## src/rtl/npu_bram_arbiter.sv

```systemverilog
// Round-robin arbiter that shares one npu_bram_ctrl port among NUM_REQ requesters.
// The controller is held in reset except while a granted operation is being issued.
module npu_bram_arbiter #(
    parameter int NUM_REQ = 4,
    parameter int RD_BITS = 32
) (
    input  logic                       clk,
    input  logic                       rst,
    input  logic [NUM_REQ-1:0]         req_valid,
    input  logic [NUM_REQ-1:0]         req_we,
    input  logic [NUM_REQ*32-1:0]      req_addr,
    input  logic [NUM_REQ*RD_BITS-1:0] req_wdata,
    output logic [NUM_REQ-1:0]         req_ready,
    output logic [NUM_REQ-1:0]         rsp_valid,
    output logic [RD_BITS-1:0]         rsp_data,
    output logic                       ctrl_rst,
    output logic                       ctrl_rden,
    output logic [31:0]                ctrl_offset,
    output logic [RD_BITS-1:0]         ctrl_din,
    input  logic [RD_BITS-1:0]         ctrl_dout,
    output logic                       busy
);

    localparam int IW = (NUM_REQ > 1) ? $clog2(NUM_REQ) : 1;

    // Handshake: a requester holds req_valid (with we/addr/wdata stable) until it
    // sees its one-cycle req_ready pulse; that cycle is the accept. Read data is
    // returned later with a one-cycle rsp_valid pulse on the same index.
    typedef enum logic [2:0] {IDLE, ISSUE, WR_COMMIT, RD_WAIT, RD_RESP} state_t;
    state_t state, state_nxt;

    logic [IW-1:0]      rr_ptr, win, idx, sel_q;
    logic               found, sel_we, we_q;
    logic [31:0]        sel_addr, addr_q;
    logic [RD_BITS-1:0] sel_wdata, wdata_q;

    // Search starts at rr_ptr so the most recent winner has lowest priority.
    always_comb begin
        found     = 1'b0;
        win       = '0;
        idx       = '0;
        sel_we    = 1'b0;
        sel_addr  = '0;
        sel_wdata = '0;
        for (int k = 0; k < NUM_REQ; k++) begin
            idx = IW'((int'(rr_ptr) + k) % NUM_REQ);
            if (!found && req_valid[idx]) begin
                found = 1'b1;
                win   = idx;
            end
        end
        for (int i = 0; i < NUM_REQ; i++) begin
            if (win == IW'(i)) begin
                sel_we    = req_we[i];
                sel_addr  = req_addr[32*i +: 32];
                sel_wdata = req_wdata[RD_BITS*i +: RD_BITS];
            end
        end
    end

    always_ff @(posedge clk or posedge rst) begin
        if (rst) begin
            state <= IDLE;
        end else begin
            state <= state_nxt;
        end
    end

    always_comb begin
        state_nxt = state;
        case (state)
            IDLE:      if (found) state_nxt = ISSUE;
            ISSUE:     state_nxt = we_q ? WR_COMMIT : RD_WAIT;
            WR_COMMIT: state_nxt = IDLE;
            RD_WAIT:   state_nxt = RD_RESP;
            RD_RESP:   state_nxt = IDLE;
            default:   state_nxt = IDLE;
        endcase
    end

    always_ff @(posedge clk or posedge rst) begin
        if (rst) begin
            rr_ptr  <= '0;
            sel_q   <= '0;
            we_q    <= 1'b0;
            addr_q  <= '0;
            wdata_q <= '0;
        end else if (state == IDLE && found) begin
            rr_ptr  <= IW'((int'(win) + 1) % NUM_REQ);
            sel_q   <= win;
            we_q    <= sel_we;
            addr_q  <= sel_addr;
            wdata_q <= sel_wdata;
        end
    end

    // Offset and write data come straight from the latched request, so ctrl_* never sees req_* combinationally.
    assign ctrl_offset = addr_q;
    assign ctrl_din    = wdata_q;

    always_comb begin
        ctrl_rst  = 1'b1;
        ctrl_rden = 1'b0;
        busy      = (state != IDLE);
        req_ready = '0;
        rsp_valid = '0;
        rsp_data  = '0;
        case (state)
            IDLE: begin
                for (int i = 0; i < NUM_REQ; i++) begin
                    req_ready[i] = found && (win == IW'(i));
                end
            end
            ISSUE: begin
                ctrl_rst  = 1'b0;
                ctrl_rden = ~we_q;
            end
            RD_WAIT: begin
                ctrl_rst  = 1'b0;
                ctrl_rden = 1'b1;
            end
            RD_RESP: begin
                for (int i = 0; i < NUM_REQ; i++) begin
                    rsp_valid[i] = (sel_q == IW'(i));
                end
                rsp_data = ctrl_dout;
            end
            default: ;
        endcase
    end

endmodule

```

## config.mk

```make
export PLATFORM = sky130hd
export DESIGN_NAME = npu_bram_arbiter
export DESIGN_NICKNAME = d
export VERILOG_FILES = /design/src/rtl/npu_bram_arbiter.sv
export SDC_FILE = /design/constraint.sdc
export NUM_CORES = 1
export LEC_CHECK = 0
export ABC_AREA = 0
export BUFFER_PORTS_ARGS = -buffer_cell sky130_fd_sc_hd__buf_4
export CORE_AREA = 5 5 155 157
export CTS_CLUSTER_SIZE = 24
export DETAILED_ROUTE_END_ITERATION = 8
export DIE_AREA = 0 0 160 162
export HOLD_SLACK_MARGIN = 0.06
export PLACE_DENSITY = 0.52
export SLEW_MARGIN = 10
export SYNTH_ARGS = -nofsm -noshare
export SYNTH_HDL_FRONTEND = slang
export SYNTH_SLANG_ARGS = --single-unit
```

## constraint.sdc

```tcl
create_clock -name clk -period 6.2 [get_ports clk]
set_clock_uncertainty 0.05 [all_clocks]
set_input_delay 1.24 -clock clk [delete_from_list [all_inputs] [get_ports clk]]
set_output_delay 1.24 -clock clk [all_outputs]
set_load 0.03 [all_outputs]
```

==> metrics.md <==
| Metric | Value |
|---|---|
| Cts repair resizes | 0 |
| Final ANT Viol Nets | 0 |
| CP cell instances | buf_4 > nor2b_1 > o21a_1 > nor4_1 > ha_4 > and3_1 > buf_4 |
| Setup TNS Final | 0 ps |
| Synthesis-stage register bit count | 72 |
| Hold Crit Class | register to register |
| Total gr overflow | 0 |
| Lkg Pwr | approximately 0.0042 uW |
| Peak supply drop | 163 uV |
| Post-synthesis mux area share | less than 1% |
| Area of the core | 0.0224 mm2 |
| Max Cap Violations | 0 |
| Arrival @ worst endpoint | 3390 ps |
| Period utilization | 75.5% |
| Largest family of logic cells by synthesized area | compound AO/OA/AOI/OAI gates |
| Avg Cell Area, Syn | 7.80 um2 |
| Total GRT Usage | 18.6% |
| Internal | ~2300 uW |
| Switch share | 48.2% |
| Clock power share | 14.6% |
| CP bufs+invs | 2 |
| Htree depth | 3 |
| Worst-path clk slew | ~60 ps |
| Status | complete, no violations |
| P_sw | 2180 uW |
| Row cnt | 55 |
| DP Worst Slack | 1500 ps |
| RSZ-0062 raised after global routing | false |
| Simple-gate share of the synthesized area | 20.9% |
| Max Slew Vio Count | 0 |
| Ant. Diodes | 0 |
| Worst slew pin tran | ~1000 ps |
| Dpl hpwl | 18.6 mm |
| Number of port buffers | 404 |
| CP Max Fanout | 45 |
| XOR/XNOR share of the synthesized area | 0% |
| Tot Pwr | 4530 uW |
| Final cell count without fillers | 1,330 |
| Critical path's largest stage delay | 740 ps |
| CP max stage cell | nor4_1 |
| PwrDens | 507 mW/mm2 |
| TritonRoute pass-1 iters | 4 |
| TritonCTS clock tree | yes |
| Initial Util | roughly 24% |
| DRC Markers | 0 |
| Syn. warnings | 0 |
| Share of post-route cells with drive strength above 1 | 42.5% |
| Area growth syn-to-layout | 66.6% |
| Final Util | 40.0% |
| Clock Sinks | 72 |
| Gpl congestion | around 0.80 |
| CP most frequent cell | buf_4 |
| Via density | 5.03 |
| Fmax | ~0.21 GHz |
| CP Launch Type | primary input |
| Root Driver | clkbuf_16 |
| Post-Route WL | 25.7 mm |
| Synth Instances | roughly 690 |
| Die width | about 160 um |
| Setup-failing EPs final | 0 |
| Nets@finish | roughly 1,300 |
| CP top delay family | simple AND/OR/NAND/NOR gates |
| Part of the power in registers | approximately 20% |
| Post-synthesis sequential area ratio | 33.5% |
| Required time of the critical path | 4910 ps |
| Clock buffer depth | 2 |
| Per-cell routed wire length | 19.3 um |
| Worst setup path category | primary input to output port |
| CTS Hold Buffers Added | 0 |
| Boundary Pins | between 400 and 500 |
| FILL cells | 2,381 |
| Crit. End Element | output port |
| Final Critical Period | 4680 ps |
| Gate power share | 65.8% |
| Die height | 162 um |
| Library cells used by synthesis | 35 |
| Dpl cells | between 1,000 and 1,500 |
| Post-synthesis adder-cell area fraction | 0.932% |
| CTS buffer count | 9 |
| 1st-iter DRT viols | just over 400 |
| Via Count | roughly 6,700 |
| Die Area | about 0.026 mm2 |
| Postcts setup bufs | 0 |
| Clk_lat worst skew | between 300 and 400 ps |
| Initial antenna violation count | 0 |
| Relative slew margins | between 30% and 40% |
| Post-synth net total | 991 |
| Hold Vio Cnt, Final | 0 |
| Pin count of the biggest net entering global routing | 88 |
| Post-route setup slack | 1520 ps |
| Vias in the first global route | 6,685 |
| Mapped cell area | 0.00537 mm2 |
| First-pass GRT wire length | 38.8 mm |
| Complex-gate fraction of the synthesized area | 33.5% |
-- power groups by stage --
stage                     Clock [uW]  Combinational (uW)  Sequential (uW)
after floorplan                    0                1580             1300
after global placement             0                3020              885
after detailed placement           0                3030              892
after CTS                        681                3030              890
after global routing             700                3250              922
final                            660                2980              889
-- worst paths after layout --
kind | from | to | slack [ps] | cells past startpoint
worst min register to register | we_q | state[0] | 490 | 1
worst max-delay path | req_valid[2] | req_ready[1] | 1520 | 7
max in group asynchronous | rst | ctrl_offset[26] | 4240 | 3
worst min-delay path | we_q | state[0] | 490 | 1
min in group asynchronous | rst | ctrl_offset[8] | 1150 | 3
worst max register to register | rr_ptr[0] | ctrl_din[16] | 2650 | 8
-- per-stage QoR --
step           hold slack, ps  cell area, um2
3_5_place_dp              489            8580
2_1_floorplan             414            5370
4_1_cts                   497            8950
5_1_grt                   508            8950
6_report                  489            8950
3_3_place_gp              452            8580
-- cell usage in the layout, fill, tap and decap left out, drive strengths merged, types with 2 or more instances in the layout --
cell | Yosys | layout
and2 | 33 | 33
nand2b | 3 | 3
nand2 | 69 | 69
a21oi | 134 | 134
buf | 30 | 416
nand3b | 65 | 65
inv | 69 | 68
nor2b | 2 | 2
a221o | 65 | 65
a31oi | 65 | 65
nor2 | 7 | 7
and3 | 5 | 5
clkbuf | 46 | 11
dfrtp | 72 | 72
o21ai | 3 | 3
nor4 | 2 | 2
bufinv | 0 | 4
ha | 4 | 4
nor3b | 2 | 2
-- cells in the mapped netlist --
cell type / number / area (um2)
a2111oi_0: 1 / 8.76
a21o_1: 1 / 7.51
nor4_2: 1 / 12.5
nor2_2: 1 / 6.26
inv_1: 68 / 255
buf_4: 1 / 7.51
a311oi_1: 1 / 8.76
nor4_1: 1 / 6.26
clkbuf_1: 46 / 173
o41ai_1: 1 / 8.76
a41oi_1: 1 / 8.76
o31ai_1: 1 / 7.51
a21oi_1: 134 / 671
and2_1: 33 / 206
or2_2: 1 / 6.26
nor2b_1: 2 / 12.5
and3b_1: 1 / 8.76
or4_1: 1 / 7.51
nand2_1: 69 / 259
nand3b_1: 65 / 488
o21ai_0: 3 / 15.0
mux2_2: 1 / 11.3
a221o_1: 65 / 651
ha_1: 4 / 50.1
dfrtp_1: 72 / 1800
o21a_1: 1 / 7.51
and3_1: 5 / 31.3
buf_2: 29 / 145
nand4_1: 1 / 6.26
nor3_4: 1 / 16.3
nand2b_1: 3 / 18.8
nor3b_1: 2 / 15.0
nor2_1: 6 / 22.5
inv_2: 1 / 3.75
a31oi_1: 65 / 407
-- worst reg2reg max path, cell delays in order (launching register included) --
cell and delay [ps]:
dfrtp_1 410, nor2b_1 90, o21a_1 210, nor4_1 740, ha_4 240, buf_4 490, buf_4 790, a221o_1 290
a31oi_1 90
-- cell families (layout without fill, tap and decap cells) --
| group | after synthesis | after routing |
|---|---|---|
| AOI/OAI and AO/OA | 274 | 274 |
| adders and majority gates | 4 | 4 |
| buffers and inverters | 145 | 501 |
| DFF | 72 | 72 |
| muxes | 1 | 1 |
| and+or+nand+nor | 193 | 193 |
-- flip-flops by register name, summed over array words and instances (netlist names) --
signal	count
state	3
ctrl_offset	32
rr_ptr	2
sel_q	2
ctrl_din	32
we_q	1
-- area by class of cell --
type	count	area, um2	area share [%]
Clock buffer	11	243	2.71
Clock inverter	5	128	1.43
Multi-Input combinational cell	472	3040	33.9
Tap cell	285	357	3.98
Sequential cell	72	1800	20.1
Inverter	69	260	2.91
Timing Repair Buffer	416	3120	34.9
-- per-layer routing --
metal / global-route usage, % / routed length (um) / part of all wire (%)
met1: 22.7 / 10600 / 41
met2: 32.6 / 12900 / 50
met3: 4.47 / 1740 / 6.8
met4: 5.36 / 473 / 1.8
met5: 0 / 0 / 0
(Power assumes the default switching activity.)
